--- src/rtl/conv2d_sequencer.sv ---
`default_nettype none
// =====================================================================
// Module   : conv2d_sequencer
// Brief    : Strobe/address sequencer for a KxK strided conv2d datapath.
//            Optional cycle counter enabled by CONV2D_SEQUENCER_PERF_EN.
// Revision : 1.0
// =====================================================================
module conv2d_sequencer #(
   parameter int IN_CHANNELS  = 2,
   parameter int OUT_CHANNELS = 1,
   parameter int IN_HEIGHT    = 4,
   parameter int IN_WIDTH     = 4,
   parameter int KERNEL_SIZE  = 2,
   parameter int STRIDE       = 2,
   parameter int PADDING      = 0,
   parameter int ADDR_WIDTH   = 16
) (
   input  logic                  clk,
   input  logic                  rst,
   input  logic                  start,
   input  logic                  hold,
   output logic                  busy,
   output logic                  done,
   output logic                  acc_init,
   output logic                  mac_en,
   output logic                  in_valid,
   output logic [ADDR_WIDTH-1:0] in_addr,
   output logic [ADDR_WIDTH-1:0] w_addr,
   output logic [ADDR_WIDTH-1:0] bias_addr,
   output logic                  out_we,
   output logic [ADDR_WIDTH-1:0] out_addr
`ifdef CONV2D_SEQUENCER_PERF_EN
   ,
   output logic [31:0]           perf_cycles
`endif
);

   localparam int OUT_HEIGHT = (IN_HEIGHT + 2*PADDING - KERNEL_SIZE)/STRIDE + 1;
   localparam int OUT_WIDTH  = (IN_WIDTH  + 2*PADDING - KERNEL_SIZE)/STRIDE + 1;
   localparam int TAPS       = IN_CHANNELS*KERNEL_SIZE*KERNEL_SIZE;

   localparam int              c_CW      = 16;
   localparam logic [c_CW-1:0] c_ONE     = c_CW'(1);
   localparam logic [c_CW-1:0] c_K_LAST  = c_CW'(KERNEL_SIZE-1);
   localparam logic [c_CW-1:0] c_IC_LAST = c_CW'(IN_CHANNELS-1);
   localparam logic [c_CW-1:0] c_OC_LAST = c_CW'(OUT_CHANNELS-1);
   localparam logic [c_CW-1:0] c_OH_LAST = c_CW'(OUT_HEIGHT-1);
   localparam logic [c_CW-1:0] c_OW_LAST = c_CW'(OUT_WIDTH-1);

   typedef enum logic [2:0] {
      S_IDLE  = 3'd0,
      S_INIT  = 3'd1,
      S_MAC   = 3'd2,
      S_WRITE = 3'd3,
      S_DONE  = 3'd4
   } state_t;

   state_t          r_state, w_state;
   logic [c_CW-1:0] r_oc, r_oh, r_ow, r_ic, r_kh, r_kw;
   logic [c_CW-1:0] w_oc, w_oh, w_ow, w_ic, w_kh, w_kw;
   logic            w_held;

   logic signed [31:0]    w_ih, w_iw;
   logic                  w_in_range;
   logic [ADDR_WIDTH-1:0] w_in_lin, w_w_lin, w_out_lin;

   logic                  r_busy, r_done, r_acc_init, r_mac_en, r_in_valid, r_out_we;
   logic [ADDR_WIDTH-1:0] r_in_addr, r_w_addr, r_bias_addr, r_out_addr;

   // Next-state and counter advance; a held cycle keeps everything frozen.
   always_comb begin
      w_state = r_state;
      w_oc    = r_oc;
      w_oh    = r_oh;
      w_ow    = r_ow;
      w_ic    = r_ic;
      w_kh    = r_kh;
      w_kw    = r_kw;
      w_held  = hold && ((r_state == S_INIT) || (r_state == S_MAC) || (r_state == S_WRITE));
      case (r_state)
         S_IDLE: begin
            if (start) begin
               w_state = S_INIT;
               w_oc = '0; w_oh = '0; w_ow = '0;
               w_ic = '0; w_kh = '0; w_kw = '0;
            end
         end
         S_INIT: begin
            if (!hold) begin
               w_state = S_MAC;
               w_ic = '0; w_kh = '0; w_kw = '0;
            end
         end
         S_MAC: begin
            if (!hold) begin
               if (r_kw != c_K_LAST) begin
                  w_kw = r_kw + c_ONE;
               end else begin
                  w_kw = '0;
                  if (r_kh != c_K_LAST) begin
                     w_kh = r_kh + c_ONE;
                  end else begin
                     w_kh = '0;
                     if (r_ic != c_IC_LAST) begin
                        w_ic = r_ic + c_ONE;
                     end else begin
                        w_ic    = '0;
                        w_state = S_WRITE;
                     end
                  end
               end
            end
         end
         S_WRITE: begin
            if (!hold) begin
               w_state = S_INIT;
               if (r_ow != c_OW_LAST) begin
                  w_ow = r_ow + c_ONE;
               end else begin
                  w_ow = '0;
                  if (r_oh != c_OH_LAST) begin
                     w_oh = r_oh + c_ONE;
                  end else begin
                     w_oh = '0;
                     if (r_oc != c_OC_LAST) begin
                        w_oc = r_oc + c_ONE;
                     end else begin
                        w_oc    = '0;
                        w_state = S_DONE;
                     end
                  end
               end
            end
         end
         S_DONE: begin
            w_state = S_IDLE;
            w_oc = '0; w_oh = '0; w_ow = '0;
            w_ic = '0; w_kh = '0; w_kw = '0;
         end
         default: w_state = S_IDLE;
      endcase
   end

   // Addresses are decoded from the next-cycle counters so outputs can be registered.
   always_comb begin
      w_ih       = int'(w_oh)*STRIDE + int'(w_kh) - PADDING;
      w_iw       = int'(w_ow)*STRIDE + int'(w_kw) - PADDING;
      w_in_range = (w_ih >= 0) && (w_ih < IN_HEIGHT) && (w_iw >= 0) && (w_iw < IN_WIDTH);
      w_in_lin   = ADDR_WIDTH'(int'(w_ic)*IN_HEIGHT*IN_WIDTH + w_ih*IN_WIDTH + w_iw);
      w_w_lin    = ADDR_WIDTH'(int'(w_oc)*TAPS + int'(w_ic)*KERNEL_SIZE*KERNEL_SIZE
                               + int'(w_kh)*KERNEL_SIZE + int'(w_kw));
      w_out_lin  = ADDR_WIDTH'(int'(w_oc)*OUT_HEIGHT*OUT_WIDTH + int'(w_oh)*OUT_WIDTH + int'(w_ow));
   end

   always_ff @(posedge clk) begin
      if (!rst) begin
         r_state     <= S_IDLE;
         r_oc        <= '0;
         r_oh        <= '0;
         r_ow        <= '0;
         r_ic        <= '0;
         r_kh        <= '0;
         r_kw        <= '0;
         r_busy      <= 1'b0;
         r_done      <= 1'b0;
         r_acc_init  <= 1'b0;
         r_mac_en    <= 1'b0;
         r_in_valid  <= 1'b0;
         r_out_we    <= 1'b0;
         r_in_addr   <= '0;
         r_w_addr    <= '0;
         r_bias_addr <= '0;
         r_out_addr  <= '0;
      end else begin
         r_state     <= w_state;
         r_oc        <= w_oc;
         r_oh        <= w_oh;
         r_ow        <= w_ow;
         r_ic        <= w_ic;
         r_kh        <= w_kh;
         r_kw        <= w_kw;
         r_busy      <= (w_state == S_INIT) || (w_state == S_MAC) || (w_state == S_WRITE);
         r_done      <= (w_state == S_DONE);
         r_acc_init  <= (w_state == S_INIT) && !w_held;
         r_mac_en    <= (w_state == S_MAC) && !w_held;
         r_out_we    <= (w_state == S_WRITE) && !w_held;
         r_in_valid  <= (w_state == S_MAC) && w_in_range;
         r_in_addr   <= ((w_state == S_MAC) && w_in_range) ? w_in_lin : '0;
         r_w_addr    <= (w_state == S_MAC) ? w_w_lin : '0;
         r_bias_addr <= (w_state == S_INIT) ? ADDR_WIDTH'(w_oc) : '0;
         r_out_addr  <= (w_state == S_WRITE) ? w_out_lin : '0;
      end
   end

   assign busy      = r_busy;
   assign done      = r_done;
   assign acc_init  = r_acc_init;
   assign mac_en    = r_mac_en;
   assign in_valid  = r_in_valid;
   assign in_addr   = r_in_addr;
   assign w_addr    = r_w_addr;
   assign bias_addr = r_bias_addr;
   assign out_we    = r_out_we;
   assign out_addr  = r_out_addr;

`ifdef CONV2D_SEQUENCER_PERF_EN
   logic [31:0] r_perf;

   // Counts every cycle spent in INIT/MAC/WRITE, held ones included.
   always_ff @(posedge clk) begin
      if (!rst) begin
         r_perf <= '0;
      end else if ((r_state == S_IDLE) && start) begin
         r_perf <= '0;
      end else if ((r_state == S_INIT) || (r_state == S_MAC) || (r_state == S_WRITE)) begin
         r_perf <= r_perf + 32'd1;
      end
   end

   assign perf_cycles = r_perf;
`endif

endmodule
`default_nettype wire

--- config.mk ---
export PLATFORM = sky130hd
export DESIGN_NAME = conv2d_sequencer
export DESIGN_NICKNAME = d
export VERILOG_FILES = /design/src/rtl/conv2d_sequencer.sv
export SDC_FILE = /design/constraint.sdc
export NUM_CORES = 1
export LEC_CHECK = 0
export ABC_AREA = 1
export BUFFER_PORTS_ARGS = -buffer_cell sky130_fd_sc_hd__buf_2
export CAP_MARGIN = 15
export CORE_UTILIZATION = 45
export DETAILED_ROUTE_END_ITERATION = 10
export PLACE_DENSITY = 0.62
export SLEW_MARGIN = 30
export SYNTH_ARGS = -nofsm -noshare
export SYNTH_HDL_FRONTEND = slang
export SYNTH_SLANG_ARGS = --single-unit
--- constraint.sdc ---
create_clock -name clk -period 14 [get_ports clk]
set_clock_uncertainty 0.15 [all_clocks]
set_input_delay 2.1 -clock clk [delete_from_list [all_inputs] [get_ports clk]]
set_output_delay 2.1 -clock clk [all_outputs]
set_load 0.01 [all_outputs]
==> Yosys cells after proc, flatten, opt, wreduce, memory -nomap -nowiden <==
Index checks and enable logic that the tools add are counted.
{ "totals": {"register_bits": 169, "latch_bits": 0, "ramBits": 0, "rom_bits": 0, "input_bits": 4, "output_inout_bits": 70, "word_cells": 112, "mem_count": 0} }
{ "op_classes": {"n_addsub": 15, "n_mul": 0, "n_div": 0, "magnitude_cmp": 4, "n_eq_ne": 13, "n_shift": 0, "muxes": 44, "bitwise_logic": 0, "reduce_logical": 19} }
{ "ops": {"columns": ["op", "count"], "rows": [
  ["16-bit two-way mux", 27],
  ["16-bit case mux with 4 select lines", 3],
  ["16-bit case mux with 3 select lines", 3],
  ["16-bit adder", 7],
  ["16-bit by 1-bit adder with 16-bit output, second input constant", 6],
  ["16-bit by 1-bit != test with 1-bit output, second input constant", 5],
  ["17-bit by 16-bit adder with 18-bit output", 2],
  ["18-bit by 1-bit >= comparator with 1-bit output, second input constant", 2],
  ["18-bit by 3-bit < comparator with 1-bit output, second input constant", 2],
  ["3-bit two-way mux", 10],
  ["16-bit nonzero test", 1],
  ["3-bit by 2-bit equality test with 1-bit output, second input constant", 4],
  ["3-bit case mux with 4 select lines", 1],
  ["1-bit logical AND", 8],
  ["2-bit AND reduction", 4],
  ["3-bit by 1-bit equality test with 1-bit output, second input constant", 2],
  ["3-bit equality test, second input constant", 2],
  ["1-bit logical OR", 4],
  ["3-bit zero test", 1],
  ["1-bit zero test", 1]
]} }

==> Depth between registers and ports, before layout <==
Gate-level depths: netlist (run 1).
{ "logic_depth": {"word_depth": 12, "mapped_depth": 41} }

==> Worst setup path before layout (run 1) <==
Ideal clock, no wire load.
{ "synth_path": {"kind": "input -> register", "startpoint": "input port start", "endpoint": "register r_in_addr[15], in the netlist in_addr[15]", "arrival_time_ps": 6190, "required_time_ps": 13738, "path_slack_ps": 7549, "cell_stages": 32, "n_path_buf": 2, "path_cell_list": "inv_1 nand3_1 nand3_1 clkbuf_1 buf_1 nand2_1 nand2_1 ha_1 a21oi_1 nor2_1 nor2_1 nand2_1 nand2_1 nand2_1 or2_2 nand2_1 fa_1 inv_1 ha_1 a21oi_1 o21ai_0 a21oi_1 inv_1 a21oi_1 o21bai_1 nand2_1 nand2_1 a21oi_1 nand3b_1 nand2_1 inv_1 nor2_2"} }
{ "synth_lines": {"columns": ["item", "line", "rtl"], "rows": [
  ["start, declared", "20", "input logic start,"],
  ["16-bit two-way mux (*)", "82", "if (start) begin"],
  ["16-bit case mux with 4 select lines (*)", "80", "case (r_state)"],
  ["net w_kw[5]", "60", "logic [c_CW-1:0] w_oc, w_oh, w_ow, w_ic, w_kh, w_kw;"],
  ["17-bit by 16-bit adder with 18-bit output (*)", "147", "w_iw = int'(w_ow)*STRIDE + int'(w_kw) - PADDING;"],
  ["18-bit by 1-bit >= comparator with 1-bit output", "148", "w_in_range = (w_ih >= 0) && (w_ih < IN_HEIGHT) && (w_iw >= 0) && (w_iw < IN_WIDTH);"],
  ["1-bit logical AND (2 in a row)", "148", null],
  ["1-bit logical AND", "188", "r_in_addr <= ((w_state == S_MAC) && w_in_range) ? w_in_lin : '0;"],
  ["2-bit AND reduction (no source line)", null, null],
  ["end signal, assigned", "188", null],
  ["end, declared", "68", "logic [ADDR_WIDTH-1:0] r_in_addr, r_w_addr, r_bias_addr, r_out_addr;"]
]} }
Mark *: on every way through the listed nets, which the timed path passes. The rest lies on a longest branch.
A chain may end at the register's enable or synchronous reset.

==> Final worst setup path (run 1) <==
{ "layout_path": {"startpoint": "input port hold", "endpoint": "register r_in_addr[15], in the netlist in_addr[15]"} }
{ "layout_lines": {"columns": ["item", "line", "rtl"], "rows": [
  ["start, declared", "21", "input logic hold,"],
  ["16-bit two-way mux, on equally long branches", "95, 89", null],
  ["16-bit case mux with 4 select lines (*)", "80", null],
  ["net w_kw[3]", "60", null],
  ["17-bit by 16-bit adder with 18-bit output (*)", "147", null],
  ["18-bit by 1-bit >= comparator with 1-bit output", "148", null],
  ["1-bit logical AND (2 in a row)", "148", null],
  ["1-bit logical AND", "188", null],
  ["2-bit AND reduction (no source line)", null, null]
]} }
Marked as above.

==> flow_summary.json, run 1 <==
{
  "hold_viol": 0,
  "syn_area_per_cell_sq_um": 6.78,
  "antenna-diode-count": 0,
  "track_usage_pct": 28.1,
  "final_max_slew_viol_count": 0,
  "rows": 61,
  "dpl-instance-area_sq_um": 13500,
  "drive_gt1_share_pct": 8.43,
  "grt_pass1_vias": 11800,
  "clock_sinks": 169,
  "r2r_setup_slack_ps": 7900,
  "grt_pass1_wl_um": 62000,
  "fin_nets": 2098,
  "avgRoutedWirePerCell_um": 16.4,
  "timing.fmax_mhz": 138,
  "dp.final_hpwl_um": 30900,
  "fin_total_pwr_mw": 1.03,
  "ir_drop_v": 0.0000809,
  "dieHeight_um": 171,
  "final_cells": 2347,
  "rr_startpoint": "r_ow[1]",
  "worst_path_most_repeated_cell": "nand2_1",
  "postSynthCellCount": 1890,
  "critical_path.max_fanout": 25,
  "synth-edff-count": 0,
  "clk_latency_ps": 470,
  "yosys_most_used_dff": "dfxtp_1",
  "h-tree-depth": 4,
  "min_path_type": "register to register",
  "min_period_ps": 7260,
  "start_util_pct": 45.9,
  "overflow": 0,
  "worst_pin_slew_ps": 897,
  "portBuffers": 73,
  "crit_path_end_kind": "register",
  "status": "finished, final reports clean",
  "r2r_end": "w_addr[14]",
  "num_vias": 12300,
  "core_sq_um": 27900,
  "clock_tree.root_cell": "clkbuf_16",
  "cts_resized": 0,
  "relSlewSlack_pct": 39.5,
  "synth_cell_types": 54,
  "synth_warnings": 0,
  "post-route-period-util_pct": 51.9,
  "io_pins": 74,
  "clockBufferDepth": 2,
  "cp-startpoint": "hold",
  "setup_viol": 0,
  "die-area_sq_um": 29200,
  "dp.cells": 2315,
  "power.density_nw_per_um2": 73.0,
  "final_area_sq_um": 14100,
  "place_ws_ps": 6370,
  "fin_util_pct": 50.6,
  "place_congestion": 0.961,
  "r2r_cells": 30,
  "whs_ps": 319,
  "area_delta_synth_final_pct": 10.3,
  "required_ps": 14200,
  "cp-start-kind": "input pin",
  "synthArstFlopShare_pct": 0,
  "dieWidth_um": 171,
  "synth_fp_nets": 2032,
  "cts_tree": "built",
  "cts_setup_buffers": 0,
  "setup_ws_ps": 6740,
  "dr.pass1.iters": 5,
  "wirelength_um": 38600,
  "antenna_found_initial": 0,
  "seq_area_frac_synth_pct": 26.4,
  "criticalPathCategory": "input pin to register",
  "mostFrequentLayoutCells": "388 x nand2_1, 316 x inv_1, 234 x nor2_1",
  "maxCapViolations": 0,
  "cpMaxStageDelayCell": "o21ai_0",
  "drt_iter0_drc": 964,
  "ys_ff_latch": 169,
  "cts_hold_buf": 0,
  "drcViolationCount": 0,
  "viasPerCell": 5.23,
  "final_common_cell": "nand2_1",
  "grt_max_degree": 59,
  "max_stage_delay_ps": 500,
  "crit_end": "in_addr[15]",
  "netlist_area_sq_um": 12800,
  "grt_setup_unrepaired": "no",
  "cts_made_buffers": 17,
  "final.setup.tns_ps": 0,
  "p_leak_nw": 6.85,
  "cp.arrival_ps": 7460,
  "ant_nets": 0,
  "clk_pin_slew_ps": 70
}
## sequential cells by signal, summed over array words and instances (netlist names)
| signal | cells |
|---|---|
| out_we | 1 |
| r_ic | 16 |
| r_ow | 16 |
| w_addr | 16 |
| in_addr | 16 |
| r_kh | 16 |
| done | 1 |
| mac_en | 1 |
| r_oh | 16 |
| in_valid | 1 |
| busy | 1 |
| out_addr | 16 |
| r_state | 3 |
| acc_init | 1 |
| r_oc | 16 |
| r_kw | 16 |
| bias_addr | 16 |
## power by group
group / switching [mW] / internal, mW / total, mW
registers: 0.00153 / 0.483 / 0.484
logic: 0.0489 / 0.0128 / 0.0617
clock network: 0.220 / 0.266 / 0.486
total: 0.270 / 0.761 / 1.03
## synth_stat cells, types with 3 or more instances
library cell	number	area (sq um)
a31oi_1	3	18.8
inv_2	11	41.3
nor2_1	234	878
nand3b_1	12	90.1
ha_1	84	1050
or2_2	3	18.8
o21ai_1	4	20.0
nor3_1	39	195
xor2_1	31	272
a21oi_1	139	696
a21o_1	4	30.0
nor4_1	10	62.6
fa_1	54	1080
xnor2_1	17	149
o21ai_0	93	465
o31ai_1	6	45.0
a21oi_2	7	61.3
clkbuf_1	25	93.8
nand4_1	39	244
nor3_2	3	30.0
o21a_1	4	30.0
o21bai_1	9	67.6
o22ai_1	6	37.5
o211ai_1	18	135
nand2_2	5	31.3
nand3_1	105	526
dfxtp_1	169	3380
o221ai_1	4	35.0
buf_4	3	22.5
inv_1	316	1190
nand2_1	388	1460
nor2_2	15	93.8
## cell type report
| class | count | area [sq um] |
|---|---|---|
| clock buffers | 21 | 480 |
| clock inverters | 11 | 110 |
| fillers | 2897 | 13800 |
| inverters | 329 | 1240 |
| multi-input cells | 1357 | 8020 |
| flip-flops and latches | 169 | 3380 |
| well taps | 378 | 473 |
| repair buffers | 82 | 433 |
## how the worst min path moves through the flow
| stage | slack [ps] | endpoint | from | depth (start not counted) |
|---|---|---|---|---|
| global route | 380 | r_ic[15] | r_ic[15] | 1 |
| CTS | 320 | r_ic[15] | r_ic[15] | 1 |
| detailed placement | 300 | r_ic[15] | r_ic[15] | 1 |
| floorplan | 270 | r_ic[15] | r_ic[15] | 1 |
| finish | 320 | r_ic[15] | r_ic[15] | 1 |
| global placement | 290 | r_ic[15] | r_ic[15] | 1 |
## cell families (layout without fill, tap and decap cells)
| family | count (synthesis) | in the layout | synth area share [%] |
|---|---|---|---|
| compound gates | 306 | 306 | 13.4 |
| xor+xnor | 49 | 49 | 3.41 |
| fa+ha+maj | 138 | 138 | 16.6 |
| buf+inv | 364 | 443 | 11.0 |
| flops | 169 | 169 | 26.4 |
| simple gates | 864 | 864 | 29.2 |
## worst max-delay path, delay by kind of cell
kind,cells,cell delay (ps)
AOI/OAI and AO/OA,8,1600
buffers and inverters,6,1290
adders and majority gates,3,1080
and+or+nand+nor,14,1380
## metal layers
metal	GRT usage, %	share of wire (%)	wire length [um]
met2	45.1	45	17400
met5	0	0	0
met1	35.2	45	17300
met3	4.70	4.5	1730
met4	16.8	5.7	2210
Note: power is estimated with default switching activity, not from simulation.
==> run 2, diff against run 1 <==
--- a/config.mk
+++ b/config.mk
@@ -5,7 +5,7 @@
 export SDC_FILE = /design/constraint.sdc
 export NUM_CORES = 1
 export LEC_CHECK = 0
-export ABC_AREA = 1
+export ABC_AREA = 0
 export BUFFER_PORTS_ARGS = -buffer_cell sky130_fd_sc_hd__buf_2
 export CAP_MARGIN = 15
 export CORE_UTILIZATION = 45
==> constraint.sdc (replaced) <==
create_clock -name clk -period 6.9 [get_ports clk]
set_clock_uncertainty 0.15 [all_clocks]
set_input_delay 1.035 -clock clk [delete_from_list [all_inputs] [get_ports clk]]
set_output_delay 1.035 -clock clk [all_outputs]
set_load 0.01 [all_outputs]
==> flow_summary.json, run 2 <==
{
  "synth_area_leader_cell": "dfxtp_1",
  "cp.arrival_ps": 6330,
  "dr_wl_met3_um": 3420,
  "synthAdderAreaFrac_pct": 17.1,
  "timing.fmax_mhz": 163,
  "required_ps": 7090,
  "io_pins": 74,
  "h-tree-depth": 4,
  "place_ws_ps": 484,
  "grt_pass1_wl_um": 60000,
  "setup_viol": 0,
  "wirelength_um": 39100,
  "synthMuxAreaShare_pct": 0.352,
  "viasPerCell": 5.78,
  "core_sq_um": 27000,
  "criticalPathCategory": "input pin to register",
  "dieHeight_um": 168,
  "r2r_cells": 22,
  "final_common_cell": "dfxtp_1",
  "max_stage_delay_ps": 640,
  "yosysMostFrequentCell": "dfxtp_1",
  "synthArstFlopShare_pct": 0,
  "status": "finished, final reports clean",
  "swShare_pct": 27.6,
  "synth_fp_nets": 1681,
  "relSlewSlack_pct": 38.0,
  "cp-start-kind": "input pin",
  "clk_pin_slew_ps": 80,
  "grt_max_degree": 101,
  "netlist_area_sq_um": 12400,
  "cts_made_buffers": 17,
  "synth_warnings": 0,
  "p_int_mw": 1.49,
  "grt_setup_unrepaired": "no",
  "mostFrequentLayoutCells": "169 x dfxtp_1, 146 x nor2_1, 124 x inv_1",
  "fillerInstances": 2606,
  "rows": 60,
  "clock_tree.root_cell": "clkbuf_16",
  "yosys.area_share.xor_xnor_pct": 4.72,
  "clk_latency_ps": 450,
  "fin_nets": 1773,
  "p_leak_nw": 6.07,
  "cts_hold_buf": 0,
  "hold_viol": 0,
  "yosys.area.top_type_share_pct": 27.2,
  "place_congestion": 0.954,
  "synth-compound-area-share_pct": 17.1,
  "final_max_slew_viol_count": 0,
  "num_vias": 11500,
  "antenna_found_initial": 1,
  "synth_top_family_by_area": "simple AND/OR/NAND/NOR gates",
  "ant_nets": 0,
  "post-route-period-util_pct": 88.9,
  "postSynthCellCount": 1539,
  "dieWidth_um": 168,
  "portBuffers": 73,
  "setup_ws_ps": 764,
  "cts_resized": 0,
  "worst_pin_slew_ps": 930,
  "ys_ff_latch": 169,
  "drcViolationCount": 0,
  "highest_layer": "met4",
  "final.setup.tns_ps": 0,
  "overflow": 0,
  "clockBufferDepth": 2,
  "yosys-top-cells-area": "dfxtp_1 27%, fa_1 8.7%, ha_1 8.5%, nor2_1 4.4%, o21ai_0 4.3%",
  "min_period_ps": 6140,
  "crit_chain": "buf_2, nor4b_1, or3_1, o21ai_0, o2bb2ai_1, ha_1, fa_1, a211oi_1, nor2_1, o31a_1, a21o_1, fa_1, inv_1, ha_1, inv_1, o21bai_1, nand3_1, a21oi_1, nor2_1, a211o_1, xnor2_1, nor2_2",
  "crit_path_end_kind": "register",
  "power.density_nw_per_um2": 147,
  "maxCapViolations": 0,
  "synth_common_cells": "169 x dfxtp_1, 146 x nor2_1, 124 x inv_1",
  "route.met2.wl_um": 16400,
  "grt_pass1_vias": 10400,
  "clock_sinks": 169,
  "hold_depth": 2,
  "synth-edff-count": 0,
  "start_util_pct": 46.0,
  "track_usage_pct": 27.7,
  "netSwitchingPower_uw": 569,
  "dr.pass1.iters": 5,
  "pwr-share-clk_pct": 46.2,
  "synth-simple-area-share_pct": 27.7,
  "critical_path.max_fanout": 16,
  "seqPwrFrac_pct": 47.6,
  "ir_drop_v": 0.000167,
  "multi_input_area_sq_um": 8360,
  "dp.final_hpwl_um": 30500,
  "die-area_sq_um": 28300,
  "area_delta_synth_final_pct": 12.7,
  "cpMaxStageDelayCell": "nor4b_1",
  "cts_tree": "built",
  "drive_gt1_share_pct": 13.2,
  "synth_cell_types": 83,
  "regArea_sq_um": 3380,
  "avgRoutedWirePerCell_um": 19.7,
  "met1Wirelength_um": 18100,
  "cts_setup_buffers": 0,
  "seq_area_frac_synth_pct": 27.2,
  "min_path_type": "register to register",
  "p_comb_share_pct": 6.2,
  "syn_area_per_cell_sq_um": 8.08,
  "yosys_most_used_dff": "dfxtp_1",
  "drt_iter0_drc": 1198
}
==> run 2: routing by layer <==
| layer | vias to the layer above | track usage, % |
|---|---|---|
| met5 | - | 0 |
| met4 | 0 | 10.2 |
| met3 | 76 | 5.90 |
| met2 | 494 | 40.4 |
| met1 | 5357 | 39.9 |
| li1 | 5545 | - |
==> run 2: cell type report <==
type	instances	share of cell area (%)
diodes	1	0.0179
inverters	126	3.38
flip-flops and latches	169	24.2
well taps	341	3.05
repair buffers	130	5.66
multi-input cells	1187	59.7
clock buffers	17	3.04
clock inverters	14	1.00
==> run 2: power groups by stage <==
| stage | Clock [mW] | Combinational (mW) | Sequential, mW |
|---|---|---|---|
| after floorplan | 0 | 0.0794 | 1.00 |
| after global placement | 0 | 0.122 | 1.00 |
| after detailed placement | 0 | 0.123 | 1.00 |
| after CTS | 0.973 | 0.123 | 0.981 |
| after global routing | 1.01 | 0.136 | 0.981 |
| final | 0.951 | 0.127 | 0.981 |
==> run 2: cell families after synthesis <==
kind of cell               Yosys count
and+or+nand+nor                    646
buffers and inverters              183
adders and majority gates          138
muxes                                4
AOI/OAI and AO/OA                  332
xor gates and xnor gates            67
DFF                                169
==> run 2: final timing paths <==
path,startpoint,endpoint,slack (ps)
setup / recovery,hold,in_addr[15],760
hold reg to reg,r_oc[15],bias_addr[15],370
setup reg to reg,r_kw[0],w_addr[15],810
hold / removal,r_oc[15],bias_addr[15],370
==> run 2: through the flow <==
stage	util [%]	power (mW)	std cells	instance area (sq um)	hold WS, ps
after detailed placement	49.7	1.13	1953	13400	362
after global placement	49.7	1.13	1953	13400	348
after global routing	51.8	2.13	1984	14000	394
after CTS	51.8	2.08	1984	14000	378
final	51.8	2.06	1985	14000	373
after floorplan	-	1.08	1539	12400	312
==> run 2: critical path: cells and delay by family <==
kind / cells / cell delay [ps]
compound gates: 8 / 1990
buf+inv: 3 / 350
fa+ha+maj: 4 / 1530
simple gates: 6 / 1210
xor+xnor: 1 / 180
==> run 3, diff against run 2 <==
--- a/config.mk
+++ b/config.mk
@@ -5,7 +5,7 @@
 export SDC_FILE = /design/constraint.sdc
 export NUM_CORES = 1
 export LEC_CHECK = 0
-export ABC_AREA = 0
+export ABC_AREA = 1
 export BUFFER_PORTS_ARGS = -buffer_cell sky130_fd_sc_hd__buf_2
 export CAP_MARGIN = 15
 export CORE_UTILIZATION = 45
==> constraint.sdc (replaced) <==
create_clock -name clk -period 6.9 [get_ports clk]
set_clock_uncertainty 0.15 [all_clocks]
set_input_delay 1.035 -clock clk [delete_from_list [all_inputs] [get_ports clk]]
set_output_delay 1.035 -clock clk [all_outputs]
set_load 0.02 [all_outputs]
==> flow_summary.json, run 3 (synthesis gave the netlist of run 1 again) <==
{
  "status": "finished, final reports clean",
  "clk_latency_ps": 450,
  "cpMaxStageDelayCell": "fa_1",
  "seqPwrFrac_pct": 47.0,
  "fin_nets": 2109,
  "crit_path_end_kind": "register",
  "clk_pin_slew_ps": 70,
  "drcViolationCount": 0,
  "grt_pass1_vias": 11400,
  "antenna_found_initial": 0,
  "clock_sinks": 169,
  "dp.final_hpwl_um": 32700,
  "worst_pin_slew_ps": 1030,
  "cp-start-kind": "register",
  "netSwitchingPower_uw": 573,
  "die-area_sq_um": 29200,
  "dr.pass1.iters": 6,
  "setup_viol": 0,
  "final_common_cell": "nand2_1",
  "clockBufferDepth": 2,
  "power.density_nw_per_um2": 147,
  "start_util_pct": 45.9,
  "avgRoutedWirePerCell_um": 17.3,
  "pwr-share-clk_pct": 46.5,
  "dpl-instance-area_sq_um": 13600,
  "fillerInstances": 2906,
  "grt_pass1_wl_um": 62800,
  "min_path_type": "register to register",
  "drt_iter0_drc": 910,
  "max_stage_delay_ps": 500,
  "min_period_ps": 5970,
  "ant_nets": 0,
  "dieWidth_um": 171,
  "drive_gt1_share_pct": 8.84,
  "portBuffers": 73,
  "dieHeight_um": 171,
  "grt_setup_unrepaired": "no",
  "track_usage_pct": 28.8,
  "area_delta_synth_final_pct": 10.8,
  "final.setup.tns_ps": 0,
  "timing.fmax_mhz": 167,
  "num_vias": 12400,
  "p_int_mw": 1.52,
  "post-route-period-util_pct": 86.6,
  "overflow": 0,
  "clock_tree.root_cell": "clkbuf_16",
  "cts_resized": 0,
  "mostFrequentLayoutCells": "388 x nand2_1, 316 x inv_1, 234 x nor2_1",
  "worst_path_most_repeated_cell": "nand2_1",
  "viasPerCell": 5.24,
  "grt_max_degree": 86,
  "criticalPathCategory": "register to register",
  "maxCapViolations": 0,
  "cts_made_buffers": 17,
  "antenna-diode-count": 0,
  "rows": 61,
  "final_max_slew_viol_count": 0,
  "cp.arrival_ps": 6200,
  "cts_tree": "built",
  "relSlewSlack_pct": 30.8,
  "cts_setup_buffers": 0,
  "p_leak_nw": 6.89,
  "hold_viol": 0,
  "ir_drop_v": 0.000180,
  "core_sq_um": 27900,
  "wirelength_um": 40700,
  "h-tree-depth": 4,
  "io_pins": 74,
  "whs_ps": 311,
  "required_ps": 7130,
  "swShare_pct": 27.4,
  "final_area_sq_um": 14200,
  "place_congestion": 0.972,
  "cts_hold_buf": 0,
  "p_comb_share_pct": 6.4,
  "critical_path.max_fanout": 8
}
-- run 3: power by group through the flow --
stage               Combinational, mW  Clock [mW]  Sequential, mW
floorplan                      0.0844           0            1.01
finish                          0.135       0.971           0.982
CTS                             0.134       0.993           0.982
detailed placement              0.134           0            1.00
global route                    0.146        1.03           0.982
global placement                0.134           0            1.00
-- run 3: metal layers --
layer,vias to the layer above,part of all wire (%),routed length (um),global-route usage [%]
li1,6227,-,-,-
met1,5646,44,17900,36.4
met2,399,46,18900,48.7
met3,78,5.5,2240,4.16
met4,0,4.2,1720,12.5
met5,-,0,0,0
-- run 3: cell type report --
type	instances	area, sq um	share of cell area (%)
clock buffer	18	429	3.02
clock inverter	13	134	0.943
inverter	329	1240	8.71
multi-input combinational	1357	8020	56.5
sequential	169	3380	23.8
tap	378	473	3.33
timing repair buffer	93	519	3.66
-- run 3: worst paths after layout --
| kind | start | endpoint | slack [ps] | depth (start not counted) |
|---|---|---|---|---|
| worst max-delay path | r_ow[8] | in_addr[14] | 930 | 29 |
| worst min-delay path | r_ic[15] | r_ic[15] | 310 | 1 |
| worst max register to register | r_ow[8] | in_addr[14] | 930 | 29 |
| worst min register to register | r_ic[15] | r_ic[15] | 310 | 1 |
-- run 3: critical path: cells and delay by family, from the launching register on --
kind | cells | cell delay (ps)
AND/OR/NAND/NOR | 11 | 1840
adder cells (fa/ha/maj) | 4 | 1550
AO/OA/AOI/OAI | 6 | 870
buffers and inverters | 6 | 740
XOR/XNOR | 2 | 380
flip-flops | 1 | 340
-- run 3: stage by stage --
stage / worst slack, ps / util, % / total power [mW] / instances
after global routing: 430 / 50.8 / 2.16 / 2357
after floorplan: 1510 / - / 1.09 / 1890
final: 927 / 50.8 / 2.09 / 2357
after global placement: 858 / 48.8 / 1.14 / 2326
after CTS: 982 / 50.8 / 2.11 / 2357
after detailed placement: 810 / 48.8 / 1.14 / 2326
